[src/rtl/apb_mem_slave.sv]
// -----------------------------------------------------------------------------
// apb_mem_slave
//   APB responder in front of one 256x8 memory. The slave decodes its select
//   code and counts down the wait states requested for the transfer. It then
//   issues a single-cycle chip-enable plus a read or write strobe to the
//   memory, and returns ready (and read data) to the master.
//
// Ports
//   clk          bus clock, all state updates on the rising edge
//   reset        asynchronous active-low reset
//   sel          slave select code (0 = no slave selected)
//   enable       0 = setup phase, 1 = access phase
//   write        1 = write, 0 = read
//   addr, wdata  transfer address / write data
//   wait_cycles  wait states for this transfer, sampled in the setup phase
//   ready        one-cycle transfer-complete strobe
//   rdata        read data, only updated by completed reads
//   mem_ce       memory chip enable (one pulse per issued access)
//   mem_wren     memory write strobe
//   mem_rden     memory read strobe
//   mem_addr     memory address
//   mem_wdata    memory write data
//   mem_rdata    memory read data, valid one cycle after mem_rden
// -----------------------------------------------------------------------------
`timescale 1ns/1ps

module apb_mem_slave #(
  parameter logic [1:0] SEL_ID     = 2'd1,
  parameter int         MEM_RD_LAT = 1
) (
  input  logic       clk,
  input  logic       reset,
  input  logic [1:0] sel,
  input  logic       enable,
  input  logic       write,
  input  logic [7:0] addr,
  input  logic [7:0] wdata,
  input  logic [7:0] wait_cycles,
  output logic       ready,
  output logic [7:0] rdata,
  output logic       mem_ce,
  output logic       mem_wren,
  output logic       mem_rden,
  output logic [7:0] mem_addr,
  output logic [7:0] mem_wdata,
  input  logic [7:0] mem_rdata
);

  // Only a one-cycle memory read latency is handled: the read strobe is
  // issued on entry to MEM and the data is captured on the following edge.
  localparam bit LAT_OK = (MEM_RD_LAT == 1);

  typedef enum logic [1:0] {
    IDLE = 2'd0,
    WAIT = 2'd1,
    MEM  = 2'd2,
    DONE = 2'd3
  } state_t;

  state_t     state_reg, state_next;
  logic [7:0] cnt_reg, cnt_next;
  logic       wr_reg, wr_next;

  logic       ready_next;
  logic [7:0] rdata_next;
  logic       ce_next;
  logic       wren_next;
  logic       rden_next;
  logic [7:0] addr_next;
  logic [7:0] wdata_next;

  logic selected;
  logic setup_phase;

  // Any other nonzero code counts as a deselect.
  assign selected    = (sel == SEL_ID);
  assign setup_phase = selected && !enable;

  // ---------------------------------------------------------------------------
  // State and output registers
  // ---------------------------------------------------------------------------
  always_ff @(posedge clk or negedge reset) begin
    if (!reset) begin
      state_reg <= IDLE;
      cnt_reg   <= '0;
      wr_reg    <= 1'b0;
      ready     <= 1'b0;
      rdata     <= '0;
      mem_ce    <= 1'b0;
      mem_wren  <= 1'b0;
      mem_rden  <= 1'b0;
      mem_addr  <= '0;
      mem_wdata <= '0;
    end else begin
      state_reg <= state_next;
      cnt_reg   <= cnt_next;
      wr_reg    <= wr_next;
      ready     <= ready_next;
      rdata     <= rdata_next;
      mem_ce    <= ce_next;
      mem_wren  <= wren_next;
      mem_rden  <= rden_next;
      mem_addr  <= addr_next;
      mem_wdata <= wdata_next;
    end
  end

  // ---------------------------------------------------------------------------
  // Next-state and next-output logic
  // ---------------------------------------------------------------------------
  always_comb begin
    state_next = state_reg;
    cnt_next   = cnt_reg;
    wr_next    = wr_reg;
    addr_next  = mem_addr;
    wdata_next = mem_wdata;
    rdata_next = rdata;
    // Strobes and ready are pulses: they fall unless explicitly raised.
    ready_next = 1'b0;
    ce_next    = 1'b0;
    wren_next  = 1'b0;
    rden_next  = 1'b0;

    case (state_reg)
      IDLE: begin
        // An access phase with no preceding setup phase is ignored.
        if (setup_phase) begin
          addr_next  = addr;
          wdata_next = wdata;
          wr_next    = write;
          cnt_next   = wait_cycles;
          state_next = WAIT;
        end
      end

      WAIT: begin
        if (!selected || !enable) begin
          state_next = IDLE;
        end else if (cnt_reg != 8'd0) begin
          cnt_next = cnt_reg - 8'd1;
        end else begin
          ce_next    = 1'b1;
          wren_next  = wr_reg;
          rden_next  = !wr_reg;
          state_next = MEM;
        end
      end

      MEM: begin
        // An abort here cannot recall a write strobe already issued; it
        // only suppresses ready and the read-data update.
        if (!selected || !enable) begin
          state_next = IDLE;
        end else begin
          if (!wr_reg && LAT_OK) begin
            rdata_next = mem_rdata;
          end
          ready_next = 1'b1;
          state_next = DONE;
        end
      end

      DONE: begin
        // The master may already present its next setup phase while ready
        // is high; accept it straight away so back-to-back transfers do
        // not lose a cycle in IDLE.
        if (setup_phase) begin
          addr_next  = addr;
          wdata_next = wdata;
          wr_next    = write;
          cnt_next   = wait_cycles;
          state_next = WAIT;
        end else begin
          state_next = IDLE;
        end
      end

      default: begin
        state_next = IDLE;
      end
    endcase
  end

endmodule

[config.mk]
export PLATFORM = sky130hd
export DESIGN_NAME = apb_mem_slave
export DESIGN_NICKNAME = d
export VERILOG_FILES = /design/src/rtl/apb_mem_slave.sv
export SDC_FILE = /design/constraint.sdc
export NUM_CORES = 1
export LEC_CHECK = 0
export CAP_MARGIN = 20
export CORE_MARGIN = 3
export CORE_UTILIZATION = 41
export DETAILED_ROUTE_END_ITERATION = 7
export GPL_ROUTABILITY_DRIVEN = 0
export GPL_TIMING_DRIVEN = 0
export PLACE_DENSITY = 0.76
export SYNTH_ARGS = -nofsm -noshare
export SYNTH_HDL_FRONTEND = slang
export SYNTH_SLANG_ARGS = --single-unit
[constraint.sdc]
create_clock -name clk -period 1.84 [get_ports clk]
set_clock_uncertainty 0.15 [all_clocks]
set_input_delay 0.552 -clock clk [delete_from_list [all_inputs] [get_ports clk]]
set_output_delay 0.552 -clock clk [all_outputs]
set_load 0.02 [all_outputs]
* After elaboration in Yosys (flattened, before gate mapping)
Index checks and enable logic that the tools add are counted.
Storage, ports and cells: bits in read-only memories 0, memory bits (writable) 0, memories kept 0, register bits after elaboration 39, logic and storage cells 56, latch bits 0, bits of input ports 38
Operators by class: $add $sub $neg 1, divide/modulo/power cells 0, bitwise operators 2, multiplexer cells 21, reductions and logical operators 13, shift operators 0, eq/ne operators 9, multipliers 0, $lt $le $gt $ge 0
Operator list (number):
- $mux W8 | 3
- $pmux W8 S2 | 1
- $mux W1 | 12
- $mux W2 | 4
- $pmux W2 S4 | 1
- $reduce_bool A8 Y1 | 1
- $sub A8 B1 Y8 const B | 1
- $ne A2 B2 Y1 const B | 3
- $eq A2 B1 Y1 const B | 2
- $eq A2 B2 Y1 const B | 2
- $reduce_and A2 Y1 | 2
- $reduce_and A4 Y1 | 1
- $logic_not A1 Y1 | 3
- $ne A3 B3 Y1 const B | 1
- $reduce_and A3 Y1 | 1
- $logic_not A2 Y1 | 1
- $ne A2 B1 Y1 const B | 1
- $not A1 Y1 | 2
- $reduce_bool A2 Y1 | 1
- $reduce_or A2 Y1 | 1
- $logic_and A1 B1 Y1 | 1
- $logic_or A1 B1 Y1 | 1

* Longest topological paths before layout
Gate-level depths: netlist of run 1.
depth in word-level cells 5, depth in mapped cells 8, mapped depth without buffers 6

* Worst setup path after synthesis of run 1
No wires, ideal clock.
path kind register to register, start point register state_reg[0], end point register mem_addr[0], data arrival time 1.734 ns, path buffers 2, path slack -0.169 ns, cell stages (with the launch flop) 7, cell sequence dfrtp_1 > inv_1 > ha_1 > buf_2 > nor3_4 > buf_4 > mux2_2
On the way: longest elaborated chain between the ends 3, elaborated cells between the ends (all ways) 4
Ends and longest elaborated chain:
- start, declared | line 60 | state_t state_reg, state_next;
- start signal, assigned | line 95 | state_reg <= state_next;
- $eq A2 B2 Y1 or $logic_not A2 Y1 (tied branches) | line 124 | case (state_reg)
- $reduce_or A2 Y1 (no source line) (*)
- $reduce_and A2 Y1 (no source line) (*)
- end signal, assigned | line 103 | mem_addr <= addr_next;
- end, declared | line 44 | output logic [7:0] mem_addr,
Every way passes the cells marked *; elsewhere a longest branch is shown, timed or not. A chain may end at the register's enable or synchronous reset.

* Worst setup path in the final report of run 1
start point register state_reg[1], end point register cnt_reg[5]
On the way: longest elaborated chain between the ends 4, elaborated cells between the ends (all ways) 10
Ends and longest elaborated chain:
- $eq A2 B2 Y1 or $logic_not A2 Y1 (tied branches) | line 124
- $reduce_or A2 Y1 (no source line)
- $ne A2 B1 Y1 (no source line) or $reduce_bool A2 Y1 (tied branches)
- $reduce_and A4 Y1 (no source line)
- end signal, assigned | line 96 | cnt_reg <= cnt_next;
- end, declared | line 61 | logic [7:0] cnt_reg, cnt_next;
Parallel ways exist; a longest one is shown, timed or not.

==> impl_metrics.toml, run 1 <==
[cts]
cts_hold_buf = 0
path_clk_slew_ps = 80
cts-htree-levels = 2
root_buffer = "clkbuf_8"
clockBufferDepth = 2
cts_tree = "done"
clock-sinks = 39
insertion_delay_ps = 280
numCtsBuffers = 5

[finish]
num-fill-cells = 343
drive_above_1_share_pct = 38.4
final_design_area_no_fill_um2 = 3090
synthToLayoutAreaGrowth_pct = 58.3
multi_input_area_um2 = 1100
final_util_pct = 69.1
nets = 289
final_cell_mix = "dfrtp_1, clkdlybuf4s50_1, dlygate4sd2_1, mux2_4, buf_4"
final_common_cell = "dfrtp_1"
regArea_um2 = 980
diodes = 0

[logic_synthesis]
yosysWarnings = 0
synth.distinct_cells = 42
ys_seq_area_share_pct = 50.0
syn_nets = 202
synthCells = 157
synth-edff-count = 0
synth_top_area_share_pct = 50.0
syn_area_per_cell_um2 = 12.4
synthFlopType = "dfrtp_1"
yosys.area.top_type = "dfrtp_1"
ys_ff_latch = 39
netlist_top_cells_area = "dfrtp_1, mux2_2, ha_1"
synthArstFlopShare_pct = 100
netlist_area_um2 = 1950

[worst_setup_path]
path_class = "register to register"
required_ps = 1860
cp-end-kind = "register"
crit_slowest_cell = "dfrtp_1"
arrival_ps = 1820
crit_chain = "inv_2 > ha_4 > nand3_4 > a21oi_4 > buf_4 > o211ai_1 > o2bb2ai_1"
cp_max_fo = 7
worst-path-buf-inv = 2
critPathLaunchType = "register"
slowest_delay_ps = 380
critPathTopFamily = "compound AO/OA/AOI/OAI gates"

[sta]
whs_ps = 232
max_freq_mhz = 556
grt_setup_unrepaired = "true"
hold_viol = 0
worstMarginPinSlew_ps = 879
setup_viol = 0
post-route-period-util_pct = 97.7
slew_headroom_pct = 41.4
totalNegativeSetupSlack_ps = 0
slew_violations = 0
fin_crit_ps = 1800

[routing]
wirelength_met1_um = 2100
routed.top_layer = "met4"
wl_per_cell_um = 15.8
routed_wl_um = 4690
via_per_inst = 5.36
antenna_left = 0
num_vias = 1593
post-route-drc-count = 0
drt_iter0_markers = 77
drtPass1Iterations = 4
met2_length_um = 2200
dr_wl_met3_um = 368

[floorplanning]
start_util_pct = 43.6
die-area_um2 = 5620
io_pins = 66
die_x_um = 75.0
rows = 24
core_um2 = 4470
die_h_um = 75.0

[worst_hold_path]
hold_path.class = "input pin to async pin"

[power]
peakVddDrop_uv = 880
powerDensity_nw_per_um2 = 1420
p_leak_nw = 1.41
power_w = 0.00439

[flow_run]
drv_cap = 0

[status]
outcome = "complete, no violations"

[placement]
portBuffers = 64
dpl.hpwl_um = 3130
place_area_um2 = 2760

[global_routing]
grt_pass1_wl_um = 7420
antenna_found_initial = 0
grt_pass1_vias = 1590
grt_overflow_total = 0
grt_start_max_net_pins = 40
track_usage_pct = 17.2
[area by class of cell]
| class | count | area share (%) |
|---|---|---|
| multi-input cells | 101 | 35.7 |
| well taps | 52 | 2.11 |
| clock inverters | 2 | 1.13 |
| repair buffers | 82 | 23.7 |
| flip-flops and latches | 39 | 31.7 |
| plain buffers | 6 | 1.74 |
| inverters | 9 | 1.21 |
| clock buffers | 6 | 2.67 |
[cell usage after synthesis (2+ instances only)]
master and number:
dfrtp_1 39, mux2_2 26, inv_1 8, ha_1 7, a21oi_1 5, buf_2 5, o21ai_0 5, mux2i_1 4
nand2_1 4, nand3_1 4, nor2_1 4, nor3_1 4, a2bb2oi_1 3, nor2b_1 3, o2bb2ai_1 3, buf_4 2
nand2b_1 2, nor4_1 2, nor4_4 2, o221ai_1 2, o22a_1 2
[kinds of logic after synthesis]
kind of cell             share of synthesized area (%)
flip-flops                                        50.0
AND/OR/NAND/NOR                                   12.6
multiplexers                                      17.1
AO/OA/AOI/OAI                                     11.9
adder cells (fa/ha/maj)                           4.49
buffers and inverters                             3.97
[per-layer routing]
layer | up-vias | track usage [%]
met1 | 772 | 23.3
met4 | 0 | 3.56
met5 | - | 0
li1 | 752 | -
met3 | 2 | 4.01
met2 | 67 | 28.4
[path summary, 6_finish.rpt]
path,startpoint,to,slack (ps),cells after the start
max in group asynchronous,reset,cnt_reg[4],710,1
min,reset,cnt_reg[3],230,1
max,state_reg[1],cnt_reg[5],40,7
max reg2reg,state_reg[1],cnt_reg[5],40,7
min in group clk,mem_wdata[7],mem_wdata[7],350,1
min reg2reg,mem_wdata[7],mem_wdata[7],350,1
[where the power goes]
| part | internal [W] | total [W] | switching [W] |
|---|---|---|---|
| Combinational | 0.00112 | 0.00223 | 0.00111 |
| Clock | 0.000439 | 0.000731 | 0.000292 |
| Sequential | 0.00118 | 0.00143 | 0.000244 |
[metrics by stage]
stage | std cells | setup WS (ps)
floorplan | 157 | -56.3
global placement | 273 | -866
detailed placement | 273 | -721
CTS | 292 | -3.54
global route | 297 | -28.8
finish | 297 | 42.1
[what timing repair did]
item / 4_1_cts / 5_1_grt
gates cloned: 1 / 0
pin swaps: 3 / 7
setup buffers: 11 / 6
endpoints found under the setup margin: 66 / 34
gates resized for setup: 48 / 18
Power figures use the tool's default switching activity.
==> inputs of run 2 (changes only) <==
--- a/config.mk
+++ b/config.mk
@@ -12,6 +12,8 @@
 export GPL_ROUTABILITY_DRIVEN = 0
 export GPL_TIMING_DRIVEN = 0
 export PLACE_DENSITY = 0.76
+export REMOVE_ABC_BUFFERS = 1
+export SETUP_SLACK_MARGIN = 0.02
 export SYNTH_ARGS = -nofsm -noshare
 export SYNTH_HDL_FRONTEND = slang
 export SYNTH_SLANG_ARGS = --single-unit
==> impl_metrics.toml, run 2 (same netlist as run 1, synthesis figures left out) <==
[power]
combPwrFrac_pct = 53.6
powerDensity_nw_per_um2 = 1440
switchingPower_w = 0.00177
pwr-share-seq_pct = 30.6
p_int_w = 0.00295
peakVddDrop_uv = 999
switching_share_pct = 37.4
p_leak_nw = 1.50
clkPwrFrac_pct = 15.8

[routing]
post-route-drc-count = 0
via_per_inst = 5.46
routed_wl_um = 5230
wl_per_cell_um = 17.1
drt_iter0_markers = 77
antenna_left = 0
num_vias = 1666
drtPass1Iterations = 4

[finish]
final_design_area_no_fill_um2 = 3270
drive_above_1_share_pct = 40.7
final_cell_mix = "dfrtp_1, clkdlybuf4s50_1, dlygate4sd2_1, buf_4, mux2_4"
synthToLayoutAreaGrowth_pct = 67.6
final_common_cell = "dfrtp_1"
num-fill-cells = 292
multi_input_area_um2 = 1150
diodes = 0
nets = 297
instances_no_fill = 305
final_util_pct = 73.1
regArea_um2 = 977

[worst_setup_path]
crit_chain = "inv_2 > ha_4 > buf_12 > nor3_4 > buf_6 > buf_8 > mux2_4"
r2r_end = "mem_addr[4]"
slowest_delay_ps = 400
critPathLaunchType = "register"
crit_slowest_cell = "dfrtp_1"
arrival_ps = 1910
required_ps = 1860
r2r_slack_ps = -40
cp-end-kind = "register"
r2r_cells = 7
cp_max_fo = 5
r2r_start = "state_reg[0]"
path_class = "register to register"
critPathTopFamily = "buffers and inverters"
worst-path-buf-inv = 4

[floorplanning]
start_util_pct = 43.6
io_pins = 66
rows = 24
die-area_um2 = 5620
core_um2 = 4470
die_h_um = 75.0
die_x_um = 75.0

[global_routing]
grt_start_max_net_pins = 40
antenna_found_initial = 0
grt_pass1_vias = 1627
grt_pass1_wl_um = 7630
track_usage_pct = 17.8
grt_overflow_total = 0

[flow_run]
drv_cap = 0

[placement]
place_area_um2 = 2620
portBuffers = 65
dpl.cell_count = 266
dpl.hpwl_um = 2900

[sta]
grt_setup_unrepaired = "true"
worstMarginPinSlew_ps = 894
max_freq_mhz = 531
slew_violations = 0
hold_viol = 0
fin_crit_ps = 1880
post-route-period-util_pct = 102
worst_slack_ps = -44.5
slew_headroom_pct = 40.4
setup_viol = 20

[cts]
root_buffer = "clkbuf_8"
clockBufferDepth = 2
clock-sinks = 39
insertion_delay_ps = 290
path_clk_slew_ps = 80
cts-htree-levels = 2
cts_tree = "done"
numCtsBuffers = 5

[status]
violations = "negative setup slack"
outcome = "finished with violations"

[worst_hold_path]
hold_path.class = "input pin to async pin"
## run 2: power groups by stage
stage,Clock (W),Sequential [W],Combinational (W)
after CTS,0.000756,0.00142,0.00220
after detailed placement,0,0.00145,0.00178
after floorplan,0,0.00169,0.000824
after global routing,0.000796,0.00149,0.00270
after global placement,0,0.00144,0.00176
final,0.000743,0.00145,0.00253
## run 2: per-stage QoR
stage	worst slack [ps]	TNS, ps	power (W)	hold WS, ps
2_1_floorplan	-442	-9080	0.00251	106
3_3_place_gp	-1330	-65460	0.00320	323
3_5_place_dp	-1350	-31380	0.00323	335
4_1_cts	-58.9	-701	0.00438	258
5_1_grt	-103	-2320	0.00498	294
6_report	-44.5	-570	0.00472	237
## run 2: per-layer routing
layer / GRT usage [%] / wire length [µm] / up-vias
li1: - / - / 766
met1: 22.9 / 2270 / 828
met2: 29.0 / 2540 / 66
met3: 4.27 / 372 / 6
met4: 6.52 / 42 / 0
met5: 0 / 0 / -
## run 2: worst reg2reg max path, cell delays in order, from the launching register on
cell     delay [ps]
dfrtp_1         400
inv_2            90
ha_4            230
buf_12          130
nor3_4          200
buf_6           140
buf_8           120
mux2_4          300
## run 2: timing repair
action,4_1_cts,5_1_grt
hold buffers,0,0
hold endpoints to repair,0,0
setup endpoints to repair,66,36
buffers inserted,23,8
gates cloned,2,0
pin swaps,7,10
gates resized for setup,69,36
## run 2: final cells by class
type	count	share of cell area [%]
Multi-Input combinational cell	101	35.2
Sequential cell	39	29.9
Timing Repair Buffer	96	28.2
Inverter	9	1.11
Tap cell	52	1.99
Clock inverter	2	1.07
Clock buffer	6	2.52
## run 2: worst max path at each step
stage,from,to,cells after the start
floorplan,sel[0],rdata[0],4
global placement,sel[0],rdata[2],5
detailed placement,sel[0],rdata[5],5
CTS,state_reg[1],mem_addr[3],8
global route,state_reg[1],cnt_reg[7],7
finish,state_reg[0],mem_addr[4],7
